### src/rtl/axis_arb_pkg.sv
// Shared types and helpers for the AXI-Stream round-robin arbiter.
package axis_arb_pkg;

  typedef enum logic [0:0] {
    IDLE = 1'b0,
    BUSY = 1'b1
  } state_e;

  // Index width for N requesters; never below one bit so N = 1 still has a port.
  function automatic int unsigned idx_w(int unsigned n);
    return (n <= 32'd1) ? 32'd1 : 32'($clog2(n));
  endfunction

endpackage

### src/rtl/axis_rr_arbiter_if.sv
// Bundle of requester-side and downstream AXI-Stream signals for the arbiter.
interface axis_rr_arbiter_if #(
  parameter int unsigned N     = 4,
  parameter int unsigned WIDTH = 8
);
  localparam int unsigned IDX_W = axis_arb_pkg::idx_w(N);
  localparam int unsigned KW    = WIDTH / 8;

  logic [N-1:0]       s_valid;
  logic [N-1:0]       s_ready;
  logic [N-1:0]       s_last;
  logic [N*WIDTH-1:0] s_data;
  logic [N*KW-1:0]    s_keep;
  logic               m_ready;
  logic               m_valid;
  logic               m_last;
  logic [WIDTH-1:0]   m_data;
  logic [KW-1:0]      m_keep;
  logic [IDX_W-1:0]   m_grant;

  modport master (
    output s_valid, s_last, s_data, s_keep, m_ready,
    input  s_ready, m_valid, m_last, m_data, m_keep, m_grant
  );

  modport slave (
    input  s_valid, s_last, s_data, s_keep, m_ready,
    output s_ready, m_valid, m_last, m_data, m_keep, m_grant
  );

endinterface

### src/rtl/axis_rr_pick.sv
// Combinational round-robin picker: first requester above 'last', wrapping modulo N.
module axis_rr_pick import axis_arb_pkg::*; #(
  parameter int unsigned N = 4
) (
  input  logic [N-1:0]         req,
  input  logic [idx_w(N)-1:0]  last,
  output logic [idx_w(N)-1:0]  pick,
  output logic                 any
);
  localparam int unsigned IDX_W = idx_w(N);

  logic [IDX_W-1:0] idx;

  always_comb begin
    pick = '0;
    any  = 1'b0;
    idx  = '0;
    for (int unsigned k = 1; k <= N; k++) begin
      idx = IDX_W'((32'(last) + k) % N);
      if (!any && req[idx]) begin
        any  = 1'b1;
        pick = idx;
      end
    end
  end

endmodule

### src/rtl/axis_rr_arbiter.sv
// Packet-granular round-robin AXI-Stream arbiter: N requesters merged onto one stream.
module axis_rr_arbiter import axis_arb_pkg::*; #(
  parameter int unsigned N     = 4,
  parameter int unsigned WIDTH = 8
) (
  input logic              aclk,
  input logic              aresetn,
  axis_rr_arbiter_if.slave bus
);
  localparam int unsigned IDX_W = idx_w(N);
  localparam int unsigned KW    = WIDTH / 8;

  state_e           state_q, state_d;
  logic [IDX_W-1:0] grant_q, grant_d;
  logic [IDX_W-1:0] last_grant_q, last_grant_d;
  logic [IDX_W-1:0] pick;
  logic             any;
  logic             busy;
  logic             xfer_last;
  logic [31:0]      sel;

  axis_rr_pick #(
    .N(N)
  ) u_pick (
    .req  (bus.s_valid),
    .last (last_grant_q),
    .pick (pick),
    .any  (any)
  );

  assign busy      = (state_q == BUSY);
  assign sel       = 32'(grant_q);
  assign xfer_last = busy && bus.s_valid[grant_q] && bus.s_last[grant_q] && bus.m_ready;
  assign bus.m_grant = grant_q;

  // Output mux is purely combinational so beats pass with zero latency once granted.
  always_comb begin
    bus.m_valid = 1'b0;
    bus.m_last  = 1'b0;
    bus.m_data  = '0;
    bus.m_keep  = '0;
    bus.s_ready = '0;
    if (busy) begin
      bus.m_valid          = bus.s_valid[grant_q];
      bus.m_last           = bus.s_last[grant_q];
      bus.m_data           = bus.s_data[sel*WIDTH +: WIDTH];
      bus.m_keep           = bus.s_keep[sel*KW +: KW];
      bus.s_ready[grant_q] = bus.m_ready;
    end
  end

  always_comb begin
    state_d      = state_q;
    grant_d      = grant_q;
    last_grant_d = last_grant_q;
    case (state_q)
      IDLE: begin
        if (any) begin
          grant_d = pick;
          state_d = BUSY;
        end
      end
      BUSY: begin
        if (xfer_last) begin
          last_grant_d = grant_q;
          state_d      = IDLE;
        end
      end
      default: state_d = IDLE;
    endcase
  end

  // last_grant resets to N-1 so the first search begins at requester 0.
  always_ff @(posedge aclk or negedge aresetn) begin
    if (!aresetn) begin
      state_q      <= IDLE;
      grant_q      <= '0;
      last_grant_q <= IDX_W'(N - 1);
    end else begin
      state_q      <= state_d;
      grant_q      <= grant_d;
      last_grant_q <= last_grant_d;
    end
  end

endmodule

### src/flat_wrapper.sv
// flat-port wrapper written by rule: the top's interface ports become plain ports
module axis_rr_arbiter_flat import axis_arb_pkg::*;
#(
  parameter int unsigned N     = 4,
  parameter int unsigned WIDTH = 8
)
  (aclk, aresetn, bus_s_valid, bus_s_last, bus_s_data, bus_s_keep, bus_m_ready, bus_s_ready, bus_m_valid, bus_m_last, bus_m_data, bus_m_keep, bus_m_grant);
  axis_rr_arbiter_if #(.N(N), .WIDTH(WIDTH)) bus_i ();
  input logic aclk;
  input logic aresetn;
  input wire logic [$bits(bus_i.s_valid)-1:0] bus_s_valid;
  input wire logic [$bits(bus_i.s_last)-1:0] bus_s_last;
  input wire logic [$bits(bus_i.s_data)-1:0] bus_s_data;
  input wire logic [$bits(bus_i.s_keep)-1:0] bus_s_keep;
  input wire logic [$bits(bus_i.m_ready)-1:0] bus_m_ready;
  output wire logic [$bits(bus_i.s_ready)-1:0] bus_s_ready;
  output wire logic [$bits(bus_i.m_valid)-1:0] bus_m_valid;
  output wire logic [$bits(bus_i.m_last)-1:0] bus_m_last;
  output wire logic [$bits(bus_i.m_data)-1:0] bus_m_data;
  output wire logic [$bits(bus_i.m_keep)-1:0] bus_m_keep;
  output wire logic [$bits(bus_i.m_grant)-1:0] bus_m_grant;
  assign bus_i.s_valid = bus_s_valid;
  assign bus_i.s_last = bus_s_last;
  assign bus_i.s_data = bus_s_data;
  assign bus_i.s_keep = bus_s_keep;
  assign bus_i.m_ready = bus_m_ready;
  assign bus_s_ready = bus_i.s_ready;
  assign bus_m_valid = bus_i.m_valid;
  assign bus_m_last = bus_i.m_last;
  assign bus_m_data = bus_i.m_data;
  assign bus_m_keep = bus_i.m_keep;
  assign bus_m_grant = bus_i.m_grant;
  axis_rr_arbiter #(.N(N), .WIDTH(WIDTH)) u_core (.aclk(aclk), .aresetn(aresetn), .bus(bus_i));
endmodule
### config.mk
export PLATFORM = sky130hd
export DESIGN_NAME = axis_rr_arbiter_flat
export DESIGN_NICKNAME = d
export VERILOG_FILES = /design/src/rtl/axis_arb_pkg.sv /design/src/rtl/axis_rr_arbiter_if.sv /design/src/rtl/axis_rr_pick.sv /design/src/rtl/axis_rr_arbiter.sv /design/src/flat_wrapper.sv
export SDC_FILE = /design/constraint.sdc
export NUM_CORES = 1
export LEC_CHECK = 0
export ABC_AREA = 1
export CAP_MARGIN = 20
export CORE_UTILIZATION = 30
export CTS_CLUSTER_SIZE = 28
export DETAILED_ROUTE_END_ITERATION = 10
export PLACE_DENSITY = 0.76
export SYNTH_ARGS = -nofsm -noshare
export SYNTH_HDL_FRONTEND = slang
export SYNTH_SLANG_ARGS = --single-unit
### constraint.sdc
create_clock -name aclk -period 1.4 [get_ports aclk]
set_input_delay 0.28 -clock aclk [delete_from_list [all_inputs] [get_ports aclk]]
set_output_delay 0.28 -clock aclk [all_outputs]
set_load 0.01 [all_outputs]
==> results by group, run 1 <==
Outcome
  – Outcome: complete, but fails checks
  – Failing checks: negative setup slack

CTS
  – Clock latency on the worst-skew pair: 0.24 ns
  – Clk sink count: 5
  – Maximum clock insertion buffer count: 2
  – CTS tree: yes
  – H-tree depth: 1
  – Worst-path clk slew: 0.05 ns
  – Post-CTS Hold Buffers: 0
  – CTS Buf Count: 3
  – Clock root cell: clkbuf_4

STA
  – Least-Margin Pin Slew: 0.512 ns
  – Slew headroom: 65.8%
  – Period utilization: 125%
  – Fin. max-slew vios: 0
  – Max Fclk: 0.570 GHz
  – Fin worst setup slack: -0.353 ns
  – Hold Fails Final Rpt: 0
  – Final setup fails: 22
  – RSZ-0062 raised after global routing: true
  – Clk_skew: 0.00804 ns
  – Min Tclk post-route: 1.75 ns

Yosys
  – Sequential area share after synthesis: 15.2%
  – Synthesized Nets: 187
  – Synthesized netlist cell count: 140
  – Synth warnings: 0
  – Top post-synthesis cells by area: nand2_1 (23%), dfrtp_1 (8.9%), nand2_2 (8.2%), a22oi_1 (8.0%), a31oi_1 (6.7%)
  – Post-synthesis cell area: 841 sq um
  – Avg Cell Area, Syn: 6.01 sq um
  – Register bit total from synthesis: 5
  – Synth unique cells: 27
  – Area share of the largest cell type after synthesis: 23.2%
  – Largest area contributor in the netlist: nand2_1

Power
  – Int Power: 1.81 mW
  – Combinational share of power: 85.2%
  – Clock share of power: 4.5%
  – Sw Share: 51.1%
  – PD cells: 2000 nW/um^2
  – Reg power frac: 10.3%
  – VDD IR-drop max: 1.68 mV
  – Net Switching: 1.90 mW
  – Leak: 0.846 nW

Cells and area
  – Ratio of cells with drive above 1 in the final layout: 46.1%
  – Commonest non-fill, non-tap cell in the layout: clkdlybuf4s50_1
  – Multi-input logic area: 773 sq um
  – Register Area: 130 sq um
  – Most frequent cells in the layout: clkdlybuf4s50_1 (46), nand2_1 (40), buf_4 (23)
  – Diode count: 0
  – Fillers: 214
  – Nets: 280
  – Post-route cell area: 1860 sq um
  – Area Growth Syn to Fin: 121%

Place
  – Port Buf Inserts: 63
  – Placed Area: 1650 sq um
  – Dpl hpwl: 2590 microns
  – GP Congestion: 0.757
  – Dpl ws: -0.508 ns

Global route
  – GR Util met2: 47.2%
  – Largest net degree at the start of global routing: 13
  – Grt met3 use: 7.38%
  – Vias in the first global route: 1251
  – GRT Total Usage: 24.9%
  – GR Overflow Total: 0
  – Initial antenna violation count: 0
  – M1 GR Usage: 28.1%
  – First-pass GRT wire length: 5330 microns
  – Busiest grt layer: met2

Critical path
  – Worst R2R Path Depth: 12
  – Crit path DAT: 1.47 ns
  – Startpoint types: register
  – Crit-path max FO: 5
  – Setup slack, reg-to-reg: -0.24 ns
  – Critical path required time: 1.12 ns
  – Crit path capture type: primary output
  – Worst setup path class: register to primary output

Route
  – First drt pass iteration count: 4
  – Vias per inst: 4.90
  – WL/cell: 13.7 microns
  – Final ANT Viol Nets: 0
  – 1st-iter DRT viols: 27
  – Post-route DRC: 0
  – Vias: 1284
  – Routed wire length: 3580 microns

Floorplanning
  – Die footprint: 3020 sq um
  – Die W: 54.9 microns
  – Core area: 2570 sq um
  – Io pins: 64
  – Starting Density: 32.7%
  – Row Count: 18
  – Die height: 54.9 microns

Flow run
  – MaxCap Viol Count: 0

Worst hold path
  – Worst hold path type: input port to asynchronous set/reset pin
-- power by group through the flow --
| stage | logic (mW) | clock network, mW | registers (mW) |
|---|---|---|---|
| global route | 3.42 | 0.185 | 0.393 |
| CTS | 3.00 | 0.171 | 0.381 |
| finish | 3.16 | 0.167 | 0.384 |
| floorplan | 1.56 | 0 | 0.327 |
| global placement | 2.72 | 0 | 0.331 |
| detailed placement | 2.77 | 0 | 0.339 |
-- final timing paths --
kind,start,endpoint
setup / recovery,u_core.bus.m_grant[0],bus_m_data[1]
hold / removal,aresetn,u_core.bus.m_grant[0]
setup reg to reg,u_core.bus.m_grant[0],u_core.busy
hold reg to reg,u_core.busy,u_core.busy
max in group asynchronous,aresetn,u_core.last_grant_q[1]
min in group aclk,u_core.busy,u_core.busy
-- cells in the mapped netlist --
cell type	n
a21oi_1	2
a22oi_1	9
a31oi_1	9
buf_2	1
buf_4	3
buf_6	1
clkbuf_1	1
dfrtp_1	3
dfstp_2	2
inv_1	8
inv_2	6
inv_4	1
nand2_1	52
nand2_2	11
nand2_4	2
nand3_1	7
nand3_2	2
nand3_4	1
nand4_1	1
nand4_2	1
nor2_1	8
nor2_4	1
nor2_8	1
nor3_1	3
o21ai_0	1
o21ai_1	2
o21ai_2	1
-- final cells by class --
type / count / share of cell area [%]
repair inverters: 1 / 0.405
repair buffers: 93 / 44.0
well taps: 30 / 2.02
multi-input cells: 114 / 41.7
flip-flops and latches: 5 / 7.01
clock buffers: 4 / 1.42
inverters: 15 / 3.44
-- state kept, by name, summed over array words and instances (netlist names) --
signal / cells
u_core.last_grant_q: 2
u_core.busy: 1
u_core.bus.m_grant: 2
-- per-layer routing --
| layer | vias up | part of all wire (%) | routed length [microns] |
|---|---|---|---|
| met1 | 601 | 41 | 1460 |
| met5 | - | 0 | 0 |
| li1 | 651 | - | - |
| met3 | 2 | 4.1 | 146 |
| met4 | 0 | 0.39 | 14 |
| met2 | 30 | 55 | 1960 |
-- metrics by stage --
stage | total power, mW | TNS [ns] | cells | hold slack [ns] | utilization, %
2_1_floorplan | 1.89 | -0.217 | 140 | -0.0156 | -
3_3_place_gp | 3.05 | -7.53 | 249 | 0.512 | 64.1
3_5_place_dp | 3.11 | -7.95 | 249 | 0.514 | 64.1
4_1_cts | 3.55 | -4.72 | 262 | 0.254 | 69.6
5_1_grt | 3.99 | -6.37 | 262 | 0.274 | 72.3
6_report | 3.71 | -5.09 | 262 | 0.250 | 72.3
-- critical path, stage by stage (launching register included) --
cell,delay [ns]
dfrtp_2,0.47
inv_2,0.08
nor2_4,0.12
buf_4,0.16
a22oi_2,0.05
a31oi_1,0.17
buf_2,0.16
-- logic make-up after synthesis --
group,after synthesis,synth area share [%]
AND/OR/NAND/NOR,90,54.0
AO/OA/AOI/OAI,24,18.7
flip-flops,5,15.2
buffers and inverters,21,12.1
-- repair_timing --
| action | 4_1_cts | 5_1_grt |
|---|---|---|
| resized for setup | 99 | 18 |
| pin swaps | 5 | 7 |
| hold endpoints to repair | 0 | 0 |
| gates cloned | 4 | 0 |
| setup buffers | 5 | 1 |
| endpoints found under the setup margin | 22 | 22 |
Note: power is estimated with default switching activity, not from simulation.
==> run 2, diff against run 1 <==
--- a/config.mk
+++ b/config.mk
@@ -8,8 +8,9 @@
 export ABC_AREA = 1
 export CAP_MARGIN = 20
-export CORE_UTILIZATION = 30
+export CORE_UTILIZATION = 47
 export CTS_CLUSTER_SIZE = 28
 export DETAILED_ROUTE_END_ITERATION = 10
-export PLACE_DENSITY = 0.76
+export DONT_BUFFER_PORTS = 1
+export REMOVE_ABC_BUFFERS = 1
 export SYNTH_ARGS = -nofsm -noshare
 export SYNTH_HDL_FRONTEND = slang
==> constraint.sdc (replaced) <==
create_clock -name aclk -period 1.4 [get_ports aclk]
set_input_delay 0.28 -clock aclk [delete_from_list [all_inputs] [get_ports aclk]]
set_output_delay 0.28 -clock aclk [all_outputs]
set_load 0.1 [all_outputs]
==> results by group, run 2 <==
Floorplanning
  – Die W: 44.3 microns (-19%)
  – Io pins: 64 (unchanged)
  – Row Count: 14 (-4)
  – Starting Density: 52.7% (+20 points)
  – Die height: 44.3 microns (-19%)

Outcome
  – Stopping stage: 4_1_cts
  – Stop Error: [ERROR DPL-0038] Utilization greater than 100%, impossible to legalize
  – Outcome: aborted with a tool error

Yosys
  – Register bit total from synthesis: 5 (unchanged)
  – Dominant synthesized flop cell: dfrtp_1
  – Synthesized netlist cell count: 140 (unchanged)
  – Sequential area share after synthesis: 15.2% (unchanged)
  – Commonest cells post-synth: nand2_1 (52), nand2_2 (11), a22oi_1 (9), a31oi_1 (9)
  – Cell with the most instances after synthesis: nand2_1
  – Top post-synthesis cells by area: nand2_1 (23%), dfrtp_1 (8.9%), nand2_2 (8.2%), a22oi_1 (8.0%), a31oi_1 (6.7%)
  – Area share of the largest cell type after synthesis: 23.2% (unchanged)
  – Largest area contributor in the netlist: nand2_1
  – EDFF count, synth: 0 (unchanged)
  – Post-synthesis cell area: 841 sq um (unchanged)
  – Synth unique cells: 27 (unchanged)
  – Async SR Flop Fraction: 100% (unchanged)
  – Avg Cell Area, Syn: 6.01 sq um (unchanged)
  – Synth warnings: 0 (unchanged)

Place
  – Port Buf Inserts: 0 (-100%)
  – Placed Area: 1370 sq um (-17%)
  – Dpl hpwl: 2260 microns (-13%)
  – GP Congestion: 0.771 (+1.8%)

CTS
  – H-tree depth: 1 (unchanged)
  – Maximum clock insertion buffer count: 2 (unchanged)
  – Clk sink count: 5 (unchanged)
  – Setup Fix Bufs, Post-CTS: 6 (+1)
  – CTS Buf Count: 3 (unchanged)
  – Post-CTS Hold Buffers: 1 (+1)
  – Clock root cell: clkbuf_4
  – Post-CTS Resized: 40 (-60%)
-- run 2: cell counts after synthesis --
No cell type changed its count.
-- run 2: cell families after synthesis --
family / Yosys count / share of synthesized area (%)
AO/OA/AOI/OAI: 24 / 18.7
buffers and inverters: 21 / 12.1
flip-flops: 5 / 15.2
AND/OR/NAND/NOR: 90 / 54.0
-- run 2: stage by stage --
step | hold slack, ns | std cells | TNS [ns] | utilization [%] | worst slack (ns)
after floorplan | -0.0156 | 134 | -34.61 | - | -2.23
after global placement | -0.0155 | 191 | -1.79 | 85.8 | -0.143
after detailed placement | -0.0155 | 191 | -2.71 | 85.8 | -0.198
==> run 3, diff against run 2 <==
Settings changed: CORE_AREA from default to 2 2 63 65, CORE_UTILIZATION 47 to default, CTS_CLUSTER_SIZE 28 to default, DIE_AREA from default to 0 0 65 67, PLACE_DENSITY_LB_ADDON from default to 0.15.
Clock period 1.4 ns to 1.8 ns, I/O delays scaled along.
==> results by group, run 3 (synthesis results as in run 1) <==
Global route
  – Initial antenna violation count: 0
  – GRT Total Usage: 13.4%
  – First-pass GRT wire length: 4550 microns
  – Largest net degree at the start of global routing: 13
  – GR Overflow Total: 0
  – Vias in the first global route: 976

CTS
  – Clock latency on the worst-skew pair: 0.22 ns
  – H-tree depth: 1 (unchanged)
  – CTS Buf Count: 3 (unchanged)
  – CTS tree: yes
  – Clk sink count: 5 (unchanged)
  – Clock root cell: clkbuf_8
  – Worst-path clk slew: 0.03 ns
  – Maximum clock insertion buffer count: 2 (unchanged)

Critical path
  – Crit-path max FO: 6
  – Startpoint types: register
  – Worst R2R Path Depth: 11
  – Worst setup path class: register to primary output
  – Crit path DAT: 1.55 ns
  – Critical path required time: 1.44 ns
  – Crit path capture type: primary output

STA
  – Clk_skew: 0.00208 ns
  – Max Fclk: 0.525 GHz
  – Slew headroom: 82.4%
  – Fin. max-slew vios: 0
  – RSZ-0062 raised after global routing: true
  – Setup TNS: -0.900 ns
  – Hold Fails Final Rpt: 0
  – Fin worst setup slack: -0.105 ns
  – Min Tclk post-route: 1.91 ns
  – Period utilization: 106%
  – Final setup fails: 11
  – Least-Margin Pin Slew: 0.262 ns

Floorplanning
  – Die footprint: 4360 sq um
  – Die W: 65 microns (+47%)
  – Starting Density: 23.3% (-29 points)
  – Io pins: 64 (unchanged)
  – Row Count: 22 (+8)
  – Die height: 67 microns (+51%)
  – Core area: 3610 sq um

Route
  – Post-route DRC: 0
  – Vias: 1028
  – Vias per inst: 4.78
  – First drt pass iteration count: 4
  – Routed wire length: 3040 microns
  – Highest Signal Layer: met3
  – WL/cell: 14.1 microns
  – Met3 wire len: 181 microns
  – 1st-iter DRT viols: 41
  – Routed wl met2: 1580 microns
  – Final ANT Viol Nets: 0
  – Metal-1 WL: 1280 microns

Cells and area
  – Most frequent cells in the layout: nand2_1 (51), nand2_2 (12), buf_12 (12)
  – Ratio of cells with drive above 1 in the final layout: 48.5%
  – Nets: 215
  – Commonest non-fill, non-tap cell in the layout: nand2_1
  – Fillers: 370
  – Area Growth Syn to Fin: 72.3%
  – Diode count: 0

Worst hold path
  – Worst hold path type: input port to register
  – Worst hold stages: 2

Place
  – Dpl ws: 0.145 ns (+0.342 ns)
  – Port Buf Inserts: 0 (unchanged)
  – Dpl hpwl: 2270 microns (+0.21%)
  – GP Congestion: 0.754 (-2.1%)

Flow run
  – MaxCap Viol Count: 0

Outcome
  – Failing checks: negative setup slack
  – Outcome: complete, but fails checks
## run 3: worst paths after layout
path / slack [ns] / endpoint / start
min reg2reg: 0.50 / u_core.busy / u_core.busy
max: -0.11 / bus_m_valid / u_core.bus.m_grant[1]
min: 0.28 / u_core.last_grant_q[1] / bus_m_ready
max in group asynchronous: 1.10 / u_core.last_grant_q[0] / aresetn
min in group asynchronous: 0.44 / u_core.busy / aresetn
max reg2reg: 0.20 / u_core.bus.m_grant[0] / u_core.last_grant_q[0]
## run 3: critical path, cell delays in order (launching register included)
cell	delay [ns]
dfrtp_2	0.46
inv_4	0.07
nor2_4	0.11
buf_6	0.14
nand2_1	0.05
nand4_1	0.08
inv_2	0.06
nor2_4	0.16
buf_12	0.19
## run 3: what timing repair did
| action | 4_1_cts | 5_1_grt |
|---|---|---|
| hold endpoints to repair | 5 | 0 |
| pin swaps | 0 | 1 |
| endpoints found under the setup margin | 11 | 11 |
| hold buffers | 1 | 0 |
| cloned | 0 | 4 |
| buffers inserted | 0 | 1 |
| resized for setup | 2 | 15 |
## run 3: routing by layer
layer,up-vias,track usage [%]
met2,29,24.7
met5,-,0
met4,0,1.60
met1,481,15.5
li1,518,-
met3,0,4.05
## run 3: layout make-up
class	count	area, sq um	area share, %
multi-input cells	114	718	49.6
well taps	48	60.1	4.15
repair inverters	1	7.51	0.518
flip-flops and latches	5	130	8.98
clock buffers	4	45.0	3.11
repair buffers	28	422	29.1
inverters	15	66.3	4.58
## run 3: metrics by stage
step | util, % | hold WS, ns | instances | cell area [sq um]
2_1_floorplan | - | 0.0644 | 134 | 798
3_3_place_gp | 36.3 | 0.0646 | 205 | 1310
3_5_place_dp | 36.3 | 0.0646 | 205 | 1310
4_1_cts | 38.0 | 0.278 | 210 | 1370
5_1_grt | 40.2 | 0.286 | 215 | 1450
6_report | 40.2 | 0.279 | 215 | 1450
Power of run 3 is not shown: default switching activity piles up to over one toggle a cycle in this logic, so the estimate is an artifact.
==> run 4, diff against run 3 <==
Settings changed: REMOVE_ABC_BUFFERS 1 to default.
==> results by group, run 4 (synthesis results as in run 1) <==
Floorplanning
  – Core area: 3610 sq um (unchanged)
  – Row Count: 22 (unchanged)
  – Die footprint: 4360 sq um (unchanged)
  – Die height: 67 microns (unchanged)
  – Starting Density: 23.3% (unchanged)
  – Io pins: 64 (unchanged)
  – Die W: 65 microns (unchanged)

Cells and area
  – Commonest non-fill, non-tap cell in the layout: nand2_1
  – Post-route cell area: 1680 sq um (+16%)
  – Area Growth Syn to Fin: 99.7%
  – Diode count: 0 (unchanged)
  – Nets: 215 (unchanged)
  – Most frequent cells in the layout: nand2_1 (41), buf_12 (19), nand2_2 (18)
  – Fillers: 338 (-8.6%)
  – Final Util: 46.6% (+6.4 points)
  – Ratio of cells with drive above 1 in the final layout: 59.9% (+11 points)

CTS
  – CTS Buf Count: 3 (unchanged)
  – H-tree depth: 1 (unchanged)
  – Maximum clock insertion buffer count: 2 (unchanged)
  – CTS tree: yes
  – Clock latency on the worst-skew pair: 0.22 ns (about the same)
  – Clk sink count: 5 (unchanged)
  – Worst-path clk slew: 0.04 ns (about the same)
  – Clock root cell: clkbuf_8

Place
  – Placed Area: 1480 sq um (+13%)
  – GP Congestion: 0.825 (+9.4%)
  – Dpl hpwl: 2560 microns (+13%)
  – Port Buf Inserts: 0 (unchanged)
  – Dpl ws: 0.0437 ns (-0.101 ns)

Critical path
  – Crit-path cells: nor2_4 > buf_12 > nand2_4 > nand4_4 > inv_2 > nor2_4 > buf_12
  – Critical path required time: 1.44 ns (about the same)
  – Worst setup path class: register to primary output
  – Largest stage delay, worst path: 0.53 ns (+0.07 ns)
  – Startpoint types: register
  – Crit-path max FO: 7 (+1)
  – Crit path DAT: 1.55 ns (about the same)
  – Crit-path slowest cell: dfrtp_4
  – Crit path capture type: primary output

Route
  – Final ANT Viol Nets: 0 (unchanged)
  – Vias: 1023 (-0.49%)
  – WL/cell: 13.9 microns (-1.7%)
  – 1st-iter DRT viols: 15 (-63%)
  – Routed wire length: 2990 microns (-1.7%)
  – Vias per inst: 4.76 (-0.49%)
  – First drt pass iteration count: 4 (unchanged)
  – Post-route DRC: 0 (unchanged)

Global route
  – Largest net degree at the start of global routing: 13 (unchanged)
  – GR Overflow Total: 0 (unchanged)
  – First-pass GRT wire length: 4840 microns (+6.3%)
  – Vias in the first global route: 1031 (+5.6%)
  – Initial antenna violation count: 0 (unchanged)
  – GRT Total Usage: 14.1% (+0.76 points)

STA
  – Hold Fails Final Rpt: 0 (unchanged)
  – Final setup fails: 12 (+1)
  – Period utilization: 106% (+0.41 points)
  – Max Fclk: 0.523 GHz (-0.39%)
  – RSZ-0062 raised after global routing: true
  – Fin worst setup slack: -0.113 ns (-0.00739 ns)
  – Slew headroom: 76.8% (-5.6 points)
  – Min Tclk post-route: 1.91 ns (+0.00739 ns)
  – Clk_skew: 0.00500 ns (+0.00292 ns)
  – Least-Margin Pin Slew: 0.347 ns (+0.0852 ns)
  – Fin. max-slew vios: 0 (unchanged)

Worst hold path
  – Worst hold path type: input port to register

Outcome
  – Outcome: complete, but fails checks
  – Failing checks: negative setup slack

Flow run
  – MaxCap Viol Count: 0 (unchanged)
## run 4: cell count changes in the layout (fill, tap and decap cells not counted), moves of 7 or more
cell     change
nand2_1     -10
a31oi_2      -9
a31oi_4      +9
a22oi_1      -8
a22oi_2      +8
buf_12       +7
## run 4: final cells by class
| type | instances | area, sq um | share of cell area, % |
|---|---|---|---|
| Clock buffer | 4 | 45.0 | 2.68 |
| Inverter | 15 | 66.3 | 3.95 |
| Multi-Input combinational cell | 114 | 915 | 54.5 |
| Sequential cell | 5 | 135 | 8.05 |
| Tap cell | 48 | 60.1 | 3.58 |
| Timing Repair Buffer | 29 | 458 | 27.3 |
## run 4: layer usage
metal / part of all wire, % / wire length, microns / vias up / GRT usage (%)
li1: - / - / 513 / -
met1: 38 / 1140 / 461 / 17.0
met2: 52 / 1550 / 45 / 25.5
met3: 8.9 / 266 / 4 / 3.04
met4: 1.1 / 33 / 0 / 3.19
met5: 0 / 0 / - / 0
## run 4: repair_timing
action                                  in CTS  in global routing
hold endpoints to repair                     5                  0
endpoints found under the setup margin      12                 12
setup buffers                                4                  1
gates cloned                                 0                  0
hold buffers                                 1                  0
gates resized for setup                     23                  2
pin swaps                                    7                  8
## run 4: worst paths after layout
kind                                          endpoint  cells past startpoint  slack (ns)                    from
worst min-delay path            u_core.last_grant_q[0]                      2        0.28             bus_m_ready
worst min register to register             u_core.busy                      2        0.51             u_core.busy
min in group asynchronous        u_core.bus.m_grant[0]                      1        0.43                 aresetn
worst max-delay path                        bus_m_last                      7       -0.11   u_core.bus.m_grant[0]
worst max register to register   u_core.bus.m_grant[1]                     11        0.22  u_core.last_grant_q[0]
max in group asynchronous       u_core.last_grant_q[0]                      1        1.12                 aresetn
## run 4: worst max-delay path, delay by kind of cell (launching register included)
kind                   cells  cell delay, ns
buffers and inverters      3            0.39
DFF                        1            0.53
and+or+nand+nor            4            0.40
## run 4: per-stage QoR
stage                     TNS [ns]  hold slack [ns]  cells
after global routing         -1.69            0.301    215
after global placement           0           0.0645    205
after detailed placement         0           0.0645    205
after floorplan              -3.62           0.0644    140
after CTS                    -1.17            0.272    214
final                        -1.03            0.280    215
Power of run 4 is left out for the same reason.
